### config.mk
export PLATFORM = sky130hd
export DESIGN_NAME = wb_arbiter
export DESIGN_NICKNAME = d
export VERILOG_FILES = /design/src/rtl/wb_arbiter.sv
export SDC_FILE = /design/constraint.sdc
export NUM_CORES = 1
export LEC_CHECK = 0
export ABC_AREA = 0
export CAP_MARGIN = 10
export CORE_MARGIN = 5
export CORE_UTILIZATION = 29
export DETAILED_ROUTE_END_ITERATION = 16
export GPL_TIMING_DRIVEN = 1
export SLEW_MARGIN = 20
export SYNTH_ARGS = -nofsm -noshare
export SYNTH_HDL_FRONTEND = slang
export SYNTH_SLANG_ARGS = --single-unit
export TNS_END_PERCENT = 10
### constraint.sdc
create_clock -name clk -period 9.5 [get_ports clk]
set_input_delay 1.425 -clock clk [delete_from_list [all_inputs] [get_ports clk]]
set_output_delay 1.425 -clock clk [all_outputs]
set_load 0.1 [all_outputs]
### src/rtl/wb_arbiter.sv
// Round-robin writeback arbiter for the shared register-file write port,
// with a 64-entry destination busy scoreboard for decode hazard checks.
module wb_arbiter #(
  parameter int NREQ = 3,
  parameter int IW   = $clog2(NREQ)
) (
  input  logic              clk,
  input  logic              rst,
  input  logic [NREQ-1:0]   req_valid,
  output logic [NREQ-1:0]   req_ready,
  input  logic [NREQ-1:0]   req_fmode,
  input  logic [5*NREQ-1:0] req_reg,
  input  logic [32*NREQ-1:0] req_data,
  input  logic              issue_en,
  input  logic              issue_fmode,
  input  logic [4:0]        issue_reg,
  input  logic              chk_fmode,
  input  logic [4:0]        chk_reg1,
  input  logic [4:0]        chk_reg2,
  output logic              chk_busy1,
  output logic              chk_busy2,
  output logic              wenable,
  output logic              wfmode,
  output logic [4:0]        wreg,
  output logic [31:0]       wdata,
  output logic [IW-1:0]     grant_id,
  output logic [6:0]        busy_count
);

  logic [IW-1:0] rr_ptr_r;
  logic [IW:0]   cand_s;
  logic [IW:0]   wrap_s;
  logic          found_s;
  logic [IW-1:0] win_s;
  logic [IW-1:0] nxt_ptr_s;
  logic [NREQ-1:0] ready_s;
  logic          win_fmode_s;
  logic [4:0]    win_reg_s;
  logic [31:0]   win_data_s;
  logic [63:0]   sb_r;
  logic [63:0]   sb_next_s;
  logic          wenable_r;
  logic          wfmode_r;
  logic [4:0]    wreg_r;
  logic [31:0]   wdata_r;
  logic [IW-1:0] grant_id_r;
  logic [6:0]    busy_count_r;

  function automatic logic [6:0] popcount64(input logic [63:0] v);
    logic [6:0] c;
    c = 7'd0;
    for (int i = 0; i < 64; i++) begin
      c = c + {6'd0, v[i]};
    end
    return c;
  endfunction

  // greg 0 is hard-wired, so it never reports a hazard
  function automatic logic hazard(input logic f, input logic [4:0] r);
    logic hit;
    if (!f && (r == 5'd0)) begin
      hit = 1'b0;
    end else begin
      hit = sb_r[{f, r}] | (wenable_r & (wfmode_r == f) & (wreg_r == r));
    end
    return hit;
  endfunction

  // Round-robin search starting at the pointer, wrapping modulo NREQ
  always_comb begin
    found_s = 1'b0;
    win_s   = '0;
    cand_s  = '0;
    for (int i = 0; i < NREQ; i++) begin
      cand_s = {1'b0, rr_ptr_r} + (IW+1)'(i);
      if (cand_s >= (IW+1)'(NREQ)) begin
        cand_s = cand_s - (IW+1)'(NREQ);
      end else begin
        cand_s = cand_s;
      end
      if (!found_s && req_valid[cand_s[IW-1:0]]) begin
        found_s = 1'b1;
        win_s   = cand_s[IW-1:0];
      end else begin
        found_s = found_s;
      end
    end
  end

  // One-hot grant and next pointer derived from the winner
  always_comb begin
    ready_s = '0;
    wrap_s  = {1'b0, win_s} + {{IW{1'b0}}, 1'b1};
    if (found_s) begin
      ready_s[win_s] = 1'b1;
    end else begin
      ready_s = '0;
    end
    if (wrap_s == (IW+1)'(NREQ)) begin
      nxt_ptr_s = '0;
    end else begin
      nxt_ptr_s = wrap_s[IW-1:0];
    end
  end

  assign req_ready   = ready_s;
  assign win_fmode_s = req_fmode[win_s];
  assign win_reg_s   = req_reg[int'(win_s)*5 +: 5];
  assign win_data_s  = req_data[int'(win_s)*32 +: 32];

  // Scoreboard update: clear on accept first so a same-edge issue wins
  always_comb begin
    sb_next_s = sb_r;
    if (found_s) begin
      sb_next_s[{win_fmode_s, win_reg_s}] = 1'b0;
    end else begin
      sb_next_s = sb_r;
    end
    if (issue_en && (issue_fmode || (issue_reg != 5'd0))) begin
      sb_next_s[{issue_fmode, issue_reg}] = 1'b1;
    end else begin
      sb_next_s = sb_next_s;
    end
  end

  // Write-port, pointer and scoreboard state
  always_ff @(posedge clk or posedge rst) begin
    if (rst) begin
      rr_ptr_r     <= '0;
      sb_r         <= 64'd0;
      busy_count_r <= 7'd0;
      wenable_r    <= 1'b0;
      wfmode_r     <= 1'b0;
      wreg_r       <= 5'd0;
      wdata_r      <= 32'd0;
      grant_id_r   <= '0;
    end else begin
      sb_r         <= sb_next_s;
      busy_count_r <= popcount64(sb_next_s);
      wenable_r    <= found_s;
      if (found_s) begin
        rr_ptr_r   <= nxt_ptr_s;
        wfmode_r   <= win_fmode_s;
        wreg_r     <= win_reg_s;
        wdata_r    <= win_data_s;
        grant_id_r <= win_s;
      end else begin
        rr_ptr_r   <= rr_ptr_r;
        wfmode_r   <= wfmode_r;
        wreg_r     <= wreg_r;
        wdata_r    <= wdata_r;
        grant_id_r <= grant_id_r;
      end
    end
  end

  assign chk_busy1  = hazard(chk_fmode, chk_reg1);
  assign chk_busy2  = hazard(chk_fmode, chk_reg2);
  assign wenable    = wenable_r;
  assign wfmode     = wfmode_r;
  assign wreg       = wreg_r;
  assign wdata      = wdata_r;
  assign grant_id   = grant_id_r;
  assign busy_count = busy_count_r;

endmodule
==> metrics.md, run 1 <==
| Metric | Value |
|---|---|
| Slew HR | 28.4% |
| Mapped Cells | 941 |
| Routed WL | 35.9 mm |
| Die extent in x | 189 µm |
| Vias in the first global route | 8,846 |
| Critical Path Fanout Max | 12 |
| Io pins | 190 |
| Routability-driven placement congestion ratio | 0.921 |
| Worst-Skew Late Latency | 430 ps |
| P&R area growth vs syn | 34.5% |
| Peak Freq | 110 MHz |
| Total Routing Usage GR | 19.8% |
| Area share of the largest cell type after synthesis | 30.6% |
| Status | completed |
| Setup violators final | 0 |
| Post-synthesis sequential area ratio | 30.6% |
| Syn_area_per_cell | 9.91 µm² |
| Max-slew violation count | 0 |
| Top cell type by total area after synthesis | dfrtp_1 |
| Post-Synth XOR/XNOR Area | 1.41% |
| WL/cell | 23.0 µm |
| Core Box Area | 31,600 µm² |
| Final nets | 1,356 |
| Mux cell area share after synthesis | 11.4% |
| Final Hold Fails | 0 |
| Reg clk slew, reported paths | 70 ps |
| Final critical-path required period | 9100 ps |
| Synth async-reset ratio | 100% |
| Worst Setup End Kind | flop |
| Die Y | 189 µm |
| Commonest non-fill, non-tap cell in the layout | clkdlybuf4s50_1 |
| Top post-synthesis cells by area | dfrtp_1 31%, fa_1 12%, mux4_2 7.7% |
| Clock root buffer | clkbuf_16 |
| Worst-case clock buffer depth | 2 |
| Wire length of the first global-routing pass | 54.3 mm |
| Worst-margin pin slew | 1070 ps |
| Synthesis-stage register bit count | 114 |
| Synth unique cells | 86 |
| Hold_buf cts | 0 |
| CTS tree | done |
| Initial Util | 29.5% |
| Simple-Gate Fraction of Synth Area | 15.9% |
| # Post-CTS Setup Buffers | 0 |
| Main synth FF type | dfrtp_1 |
| Congestion Overflow GR | 0 |
| Residual DRC count | 0 |
| DR vias | 8,835 |
| Detail Route Antenna Nets | 0 |
| Crit path launch type | input port |
| CP max stage cell | fa_1 |
| Synthesized cell area | 9320 µm² |
| 1st-iter DRT viols | 781 |
| YS warnings | 0 |
| Setup repair after global routing missed its margin | false |
| Max_cap viols | 0 |
| Initial antenna violation count | 1 |
| Drt first pass iters | 5 |
| Die area | 35,800 µm² |
| Largest family of logic cells by synthesized area | compound AO/OA/AOI/OAI gates |
| Post_cts resized | 0 |
| Critical path type | input port to flop |
| Setup TNS | 0 ps |
| Number of diodes | 0 |
| Largest net degree at the start of global routing | 78 |
| H-tree Lvls | 4 |
| Input/output buffers | 189 |
| Most frequent cells in the layout | 189 x clkdlybuf4s50_1, 114 x dfrtp_1, 100 x nor2_1 |
| Critical Path RT | 9850 ps |
| CP arrival | 9450 ps |
| Clock Skews | 17.5 ps |
| Synth Area in Adders | 14.1% |
| Post-synth EDFFs | 0 |
| Cell repeated most along the worst path | fa_1 |
| Cell Rows | 65 |
| Fraction of layout cells with a size suffix above 1 | 14.7% |
| Post-Layout Cell Count | 1,561 |
| Post-DP HPWL | 27.7 mm |
| Period utilization | 95.8% |
| Hold Crit Class | flop to flop |
| Vias per cell | 5.66 |
| CP peak stage delay | 570 ps |
| CTS Buf Count | 17 |
| Syn Nets | 1,151 |
| Clk sinks | 114 |
| Placed cell count | 1,529 |
| Compound-Gate Fraction of Synth Area | 20.3% |
[cells in the mapped netlist, types with 5 or more instances]
master / number
a211oi_1: 15
a21o_1: 23
a21oi_1: 26
a222oi_1: 17
a22oi_1: 8
a31oi_1: 16
and3_1: 8
buf_1: 8
buf_2: 18
clkbuf_1: 28
dfrtp_1: 114
fa_1: 54
ha_1: 19
inv_1: 77
mux2i_1: 26
mux4_2: 32
nand2_1: 63
nand2b_1: 5
nand3_1: 24
nand3b_1: 7
nor2_1: 100
nor3_1: 9
nor3_2: 6
nor4_1: 17
nor4b_1: 7
o211ai_1: 17
o21ai_0: 39
o221ai_1: 17
o22ai_1: 7
o31ai_1: 19
or2_2: 6
xnor2_1: 9
xor2_1: 6
[layout make-up]
class / instances / area [µm²]
fillers: 3131 / 19100
multi-input cells: 687 / 5900
flip-flops and latches: 114 / 2850
repair buffers: 246 / 2380
well taps: 402 / 503
clock buffers: 21 / 470
inverters: 80 / 305
clock inverters: 11 / 128
[registers in the layout, indices dropped and copies added, names as in the netlist]
name	flops
sb_r	64
rr_ptr_r	2
wenable	1
wreg	5
wdata	32
busy_count	7
wfmode	1
grant_id	2
[cell families after synthesis]
family	Yosys count
DFF	114
AOI/OAI and AO/OA	250
muxes	63
xor gates and xnor gates	15
buffers and inverters	140
and+or+nand+nor	286
adders and majority gates	73
[stage by stage]
| step | cell area [µm²] | setup WS, ps | hold slack, ps | utilization, % |
|---|---|---|---|---|
| detailed placement | 11900 | -103 | 466 | 37.7 |
| floorplan | 9320 | 909 | 518 | - |
| global route | 12500 | 17.0 | 489 | 39.6 |
| global placement | 11900 | 15.0 | 460 | 37.7 |
| finish | 12500 | 398 | 475 | 39.6 |
| CTS | 12500 | 330 | 478 | 39.6 |
[final timing paths]
kind                       depth (start not counted)                    start  slack [ps]                       to
max                                               29             req_valid[1]         400  busy_count[6]$_DFF_PP0_
min                                                1    wdata[23]$_DFFE_PP0N_         480    wdata[23]$_DFFE_PP0N_
max reg2reg                                       30  rr_ptr_r[1]$_DFFE_PP0N_         930  busy_count[6]$_DFF_PP0_
min reg2reg                                        1    wdata[23]$_DFFE_PP0N_         480    wdata[23]$_DFFE_PP0N_
max in group asynchronous                          3                      rst        6730       sb_r[39]$_DFF_PP0_
min in group asynchronous                          2                      rst        1520  busy_count[3]$_DFF_PP0_
[critical path: cells and delay by family]
| kind | cells | cell delay (ps) |
|---|---|---|
| AND/OR/NAND/NOR | 1 | 180 |
| multiplexers | 1 | 280 |
| buffers and inverters | 8 | 1100 |
| AO/OA/AOI/OAI | 9 | 1850 |
| adder cells (fa/ha/maj) | 10 | 4640 |
[routing by layer]
metal  vias to the layer above  GRT usage, %  routed length, µm  part of all wire, %
met3                        74          6.05               3720                   10
met5                         -             0                 20                0.056
met2                       522          31.8              16500                   46
met1                      4337          24.9              14400                   40
met4                         2          8.12               1310                  3.6
li1                       3900             -                  -                    -
Power of run 1 is not shown: default switching activity piles up to over one toggle a cycle in this logic, so the estimate is an artifact.
==> run 2, diff against run 1 <==
--- a/config.mk
+++ b/config.mk
@@ -7,10 +7,10 @@
 export LEC_CHECK = 0
 export ABC_AREA = 0
 export CAP_MARGIN = 10
-export CORE_MARGIN = 5
 export CORE_UTILIZATION = 29
 export DETAILED_ROUTE_END_ITERATION = 16
 export GPL_TIMING_DRIVEN = 1
+export PLACE_DENSITY_LB_ADDON = 0.1
 export SLEW_MARGIN = 20
 export SYNTH_ARGS = -nofsm -noshare
 export SYNTH_HDL_FRONTEND = slang
==> run 2 against run 1 <==
- sequential share of layout area fell by 0.46 points
- first-iteration DRC count decreased by 10%
- routed wire length grew 5.2%
- cell area grew 2.0%
- die area fell by 8.3%
- via count decreased by 1.4%
- sequential cell count unchanged
- fmax increased by 0.84%
- setup slack better by 76 ps
- clock skew fell by 9.3 ps
- clock-buffer cell count unchanged
- hold slack got worse by 0.94 ps
- critical path type unchanged
==> metrics.md, run 2 (same netlist as run 1, synthesis figures left out) <==
| Metric | Value |
|---|---|
| CP peak stage delay | 590 ps |
| Post-DP HPWL | 28.7 mm |
| Hold Crit Class | flop to flop |
| FF-to-FF path depth | 30 |
| CTS tree | done |
| Design area | 12,800 µm² |
| Worst-margin pin slew | 1110 ps |
| Crit path launch type | input port |
| Routed WL | 37.8 mm |
| Vias per cell | 5.51 |
| R2r endpoint | busy_count[6]$_DFF_PP0_ |
| Worst-case clock buffer depth | 2 |
| Io pins | 190 |
| Hold path cells | 2 |
| Cell Rows | 65 |
| Setup repair after global routing missed its margin | false |
| Final nets | 1,377 |
| Input/output buffers | 189 |
| Max_cap viols | 0 |
| Slew HR | 25.9% |
| Residual DRC count | 0 |
| Wire length of the first global-routing pass | 57.3 mm |
| Register-to-register setup slack | 990 ps |
| H-tree Lvls | 4 |
| Drt first pass iters | 7 |
| CTS Buf Count | 17 |
| Number of diodes | 0 |
| Critical Path Fanout Max | 18 |
| Worst Min Path Start | grant_id[1]$_DFFE_PP0N_ |
| Setup violators final | 0 |
| DR vias | 8,710 |
| Hold_buf cts | 0 |
| P&R area growth vs syn | 37.3% |
| Die area | 32,900 µm² |
| Worst-Skew Late Latency | 430 ps |
| Critical path type | input port to flop |
| Final Hold Fails | 0 |
| Period utilization | 95.0% |
| Most frequent cells in the layout | 187 x clkdlybuf4s50_1, 114 x dfrtp_1, 99 x nor2_1 |
| 1st-iter DRT viols | 701 |
| Clock root buffer | clkbuf_16 |
| Fraction of layout cells with a size suffix above 1 | 16.4% |
| Commonest non-fill, non-tap cell in the layout | clkdlybuf4s50_1 |
| WL/cell | 23.9 µm |
| Die Y | 181 µm |
| Reg clk slew, reported paths | 60 ps |
| Vias in the first global route | 8,881 |
| Clk sinks | 114 |
| Cell repeated most along the worst path | fa_1 |
| CP max stage cell | clkdlybuf4s50_1 |
| Critical Path RT | 9860 ps |
| Total Routing Usage GR | 23.7% |
| Peak Freq | 111 MHz |
| Clock Skews | 8.16 ps |
| Final core occ | 40.6% |
| Initial antenna violation count | 1 |
| Core Box Area | 31,600 µm² |
| Hold endpoint | grant_id[1]$_DFFE_PP0N_ |
| CP arrival | 9380 ps |
| Detail Route Antenna Nets | 0 |
| Cell Area, Placed | 12,100 µm² |
| Final critical-path required period | 9030 ps |
| Max-slew violation count | 0 |
| Largest net degree at the start of global routing | 78 |
| Initial Util | 29.5% |
| Most flops, register | sb_r |
| Routability-driven placement congestion ratio | 0.899 |
| Die extent in x | 181 µm |
| Status | completed |
| Worst Setup End Kind | flop |
| Worst r2r src | rr_ptr_r[1]$_DFFE_PP0N_ |
| Congestion Overflow GR | 0 |
| Max reg flops | 64 |
## run 2: repair_timing
action | 4_1_cts | 5_1_grt
endpoints found under the setup margin | 0 | 1
buffers inserted | 0 | 1
gates resized for setup | 0 | 10
## run 2: stage by stage
step                      std cells  worst slack (ps)  hold WS (ps)  TNS, ps
after floorplan                 941               909           518        0
after global placement         1547             -56.6           461     -117
after detailed placement       1547             -40.2           466    -67.0
after CTS                      1578               403           480        0
after global routing           1581              19.8           498        0
final                          1581               474           474        0
## run 2: how the worst max path moves through the flow
stage                      start                      end  slack [ps]  cells after the start
floorplan           req_valid[0]  busy_count[5]$_DFF_PP0_         910                     27
finish              req_valid[0]  busy_count[6]$_DFF_PP0_         470                     29
detailed placement  req_valid[1]  busy_count[5]$_DFF_PP0_         -40                     28
global route        req_valid[0]  busy_count[6]$_DFF_PP0_          20                     29
CTS                 req_valid[1]  busy_count[6]$_DFF_PP0_         400                     29
global placement    req_valid[1]  busy_count[6]$_DFF_PP0_         -60                     28
## run 2: area by class of cell
cell class / count / area, µm²
fillers: 3128 / 18800
multi-input cells: 688 / 5930
flip-flops and latches: 114 / 2850
repair buffers: 266 / 2580
well taps: 402 / 503
clock buffers: 21 / 480
inverters: 80 / 305
clock inverters: 10 / 148
## run 2: per-layer routing
layer  GRT usage, %  routed length (µm)  share of wire (%)  vias up
li1               -                   -                  -     3934
met1           30.2               15800                 42     4283
met2           37.8               17400                 46      426
met3           6.77                3220                8.5       65
met4           9.25                1280                3.4        2
met5              0                  13              0.034        -
## run 2: worst max-delay path, delay by kind of cell
kind / cells / cell delay (ps)
buf+inv: 8 / 1380
compound gates: 7 / 880
mux: 2 / 390
simple gates: 2 / 670
fa+ha+maj: 10 / 4610
Power of run 2 is left out for the same reason.
==> run 3, diff against run 2 <==
--- a/config.mk
+++ b/config.mk
@@ -7,10 +7,10 @@
 export LEC_CHECK = 0
 export ABC_AREA = 0
 export CAP_MARGIN = 10
-export CORE_UTILIZATION = 29
+export CORE_UTILIZATION = 53
 export DETAILED_ROUTE_END_ITERATION = 16
-export GPL_TIMING_DRIVEN = 1
-export PLACE_DENSITY_LB_ADDON = 0.1
+export GPL_TIMING_DRIVEN = 0
+export PLACE_DENSITY_LB_ADDON = 0.25
 export SLEW_MARGIN = 20
 export SYNTH_ARGS = -nofsm -noshare
 export SYNTH_HDL_FRONTEND = slang
==> run 3 against run 2 <==
- sequential share of layout area grew 0.84 points
- global-route usage grew 15 points
- clock skew is essentially flat
- sequential cell count is the same
- critical endpoint is now busy_count[5]$_DFF_PP0_
==> metrics.md, run 3 (same netlist as run 1, synthesis figures left out) <==
| Metric | Value |
|---|---|
| Status | completed |
| Most frequent cells in the layout | 182 x clkdlybuf4s50_1, 114 x dfrtp_1, 98 x nor2_1 |
| Most flops, register | sb_r |
| Max_cap viols | 0 |
| Setup TNS | 0 ps |
| Fillers | 1,299 |
| Setup repair after global routing missed its margin | false |
| Area of the multi-input gates | 5980 µm² |
| Final core occ | 71.6% |
| CP arrival | 9490 ps |
| FF-to-FF path depth | 31 |
| Vias per cell | 6.59 |
| Design area | 12,300 µm² |
| Core Box Area | 17,200 µm² |
| Hold endpoint | grant_id[1]$_DFFE_PP0N_ |
| CTS tree | done |
| Clock Skews | 8.33 ps |
| P&R area growth vs syn | 32.3% |
| Worst Setup End Kind | flop |
| CTS Buf Count | 17 |
| Io pins | 190 |
| Setup violators final | 0 |
| Worst-margin pin slew | 1100 ps |
| Worst Min Path Start | grant_id[1]$_DFFE_PP0N_ |
| Worst r2r src | rr_ptr_r[0]$_DFFE_PP0N_ |
| Routability-driven placement congestion ratio | 1.02 |
| Die Y | 135 µm |
| Crit path launch type | input port |
| Number of diodes | 0 |
| DR vias | 9,205 |
| Critical path type | input port to flop |
| Die extent in x | 135 µm |
| Fraction of layout cells with a size suffix above 1 | 14.3% |
| Residual DRC count | 0 |
| 1st-iter DRT viols | 1,226 |
| Peak Freq | 109 MHz |
| Max-slew violation count | 0 |
| Period utilization | 96.2% |
| Post-DP HPWL | 25.6 mm |
| Hold Crit Class | flop to flop |
| Reg area | 2850 µm² |
| Commonest non-fill, non-tap cell in the layout | clkdlybuf4s50_1 |
| Routed WL | 34.1 mm |
| Critical Path Fanout Max | 9 |
| R2r endpoint | busy_count[5]$_DFF_PP0_ |
| Slew HR | 26.7% |
| Final Hold Fails | 0 |
| Cell Rows | 48 |
| Worst-Skew Late Latency | 430 ps |
| Hold path cells | 2 |
| Cell Area, Placed | 11,500 µm² |
| Max reg flops | 64 |
| Critical Path RT | 9860 ps |
| Drt first pass iters | 6 |
| Reg clk slew, reported paths | 60 ps |
| Worst-case clock buffer depth | 2 |
| Vias in the first global route | 9,011 |
| Input/output buffers | 185 |
| Congestion Overflow GR | 0 |
| Initial antenna violation count | 0 |
| Clock root buffer | clkbuf_16 |
| Total Routing Usage GR | 38.7% |
| Final nets | 1,369 |
| Largest net degree at the start of global routing | 72 |
| H-tree Lvls | 4 |
| Cell repeated most along the worst path | fa_1 |
| Register-to-register setup slack | 810 ps |
| Detail Route Antenna Nets | 0 |
| Initial Util | 54.1% |
| CP peak stage delay | 590 ps |
| CP max stage cell | clkbuf_1 |
| Clk sinks | 114 |
| Die area | 18,100 µm² |
| Wire length of the first global-routing pass | 51.8 mm |
| Final critical-path required period | 9140 ps |
| WL/cell | 24.4 µm |
-- run 3: repair_timing --
action	in CTS	in global routing
hold buffers	0	0
endpoints found under the hold margin	0	0
pin swaps	1	8
setup endpoints to repair	4	4
gates resized for setup	10	25
setup buffers	4	10
-- run 3: worst max-delay path, delay by kind of cell --
kind	cells	cell delay, ps
adder cells (fa/ha/maj)	9	4370
buffers and inverters	7	1460
AO/OA/AOI/OAI	5	1070
AND/OR/NAND/NOR	4	990
XOR/XNOR	1	170
-- run 3: how the worst max path moves through the flow --
stage / startpoint / endpoint / cells past startpoint
after floorplan: req_valid[0] / busy_count[5]$_DFF_PP0_ / 27
after global placement: req_valid[1] / busy_count[5]$_DFF_PP0_ / 29
after detailed placement: req_valid[1] / busy_count[5]$_DFF_PP0_ / 29
after CTS: req_valid[1] / busy_count[5]$_DFF_PP0_ / 29
after global routing: issue_reg[0] / busy_count[5]$_DFF_PP0_ / 26
final: issue_reg[0] / busy_count[5]$_DFF_PP0_ / 26
-- run 3: cell type report --
type                       instances  area share (%)
tap                              225            2.28
buffer                            59            2.42
inverter                          80            2.49
sequential                       114            23.1
multi-input combinational        687            48.5
clock buffer                      18            3.56
timing repair buffer             200            16.3
clock inverter                    13            1.30
-- run 3: metrics by stage --
step / hold slack [ps] / setup WS (ps) / std cells
finish: 472 / 365 / 1396
global route: 493 / 92.4 / 1396
CTS: 476 / 64.3 / 1387
detailed placement: 464 / -734 / 1352
global placement: 460 / -677 / 1351
floorplan: 518 / 909 / 941
-- run 3: layer usage --
layer  share of wire, %  track usage, %  up-vias
met3                 11            9.35      161
met5                  0               0        -
li1                   -               -     3912
met4                6.6            23.5        0
met1                 35            46.8     4415
met2                 47            62.9      717
Power of run 3 is left out for the same reason.
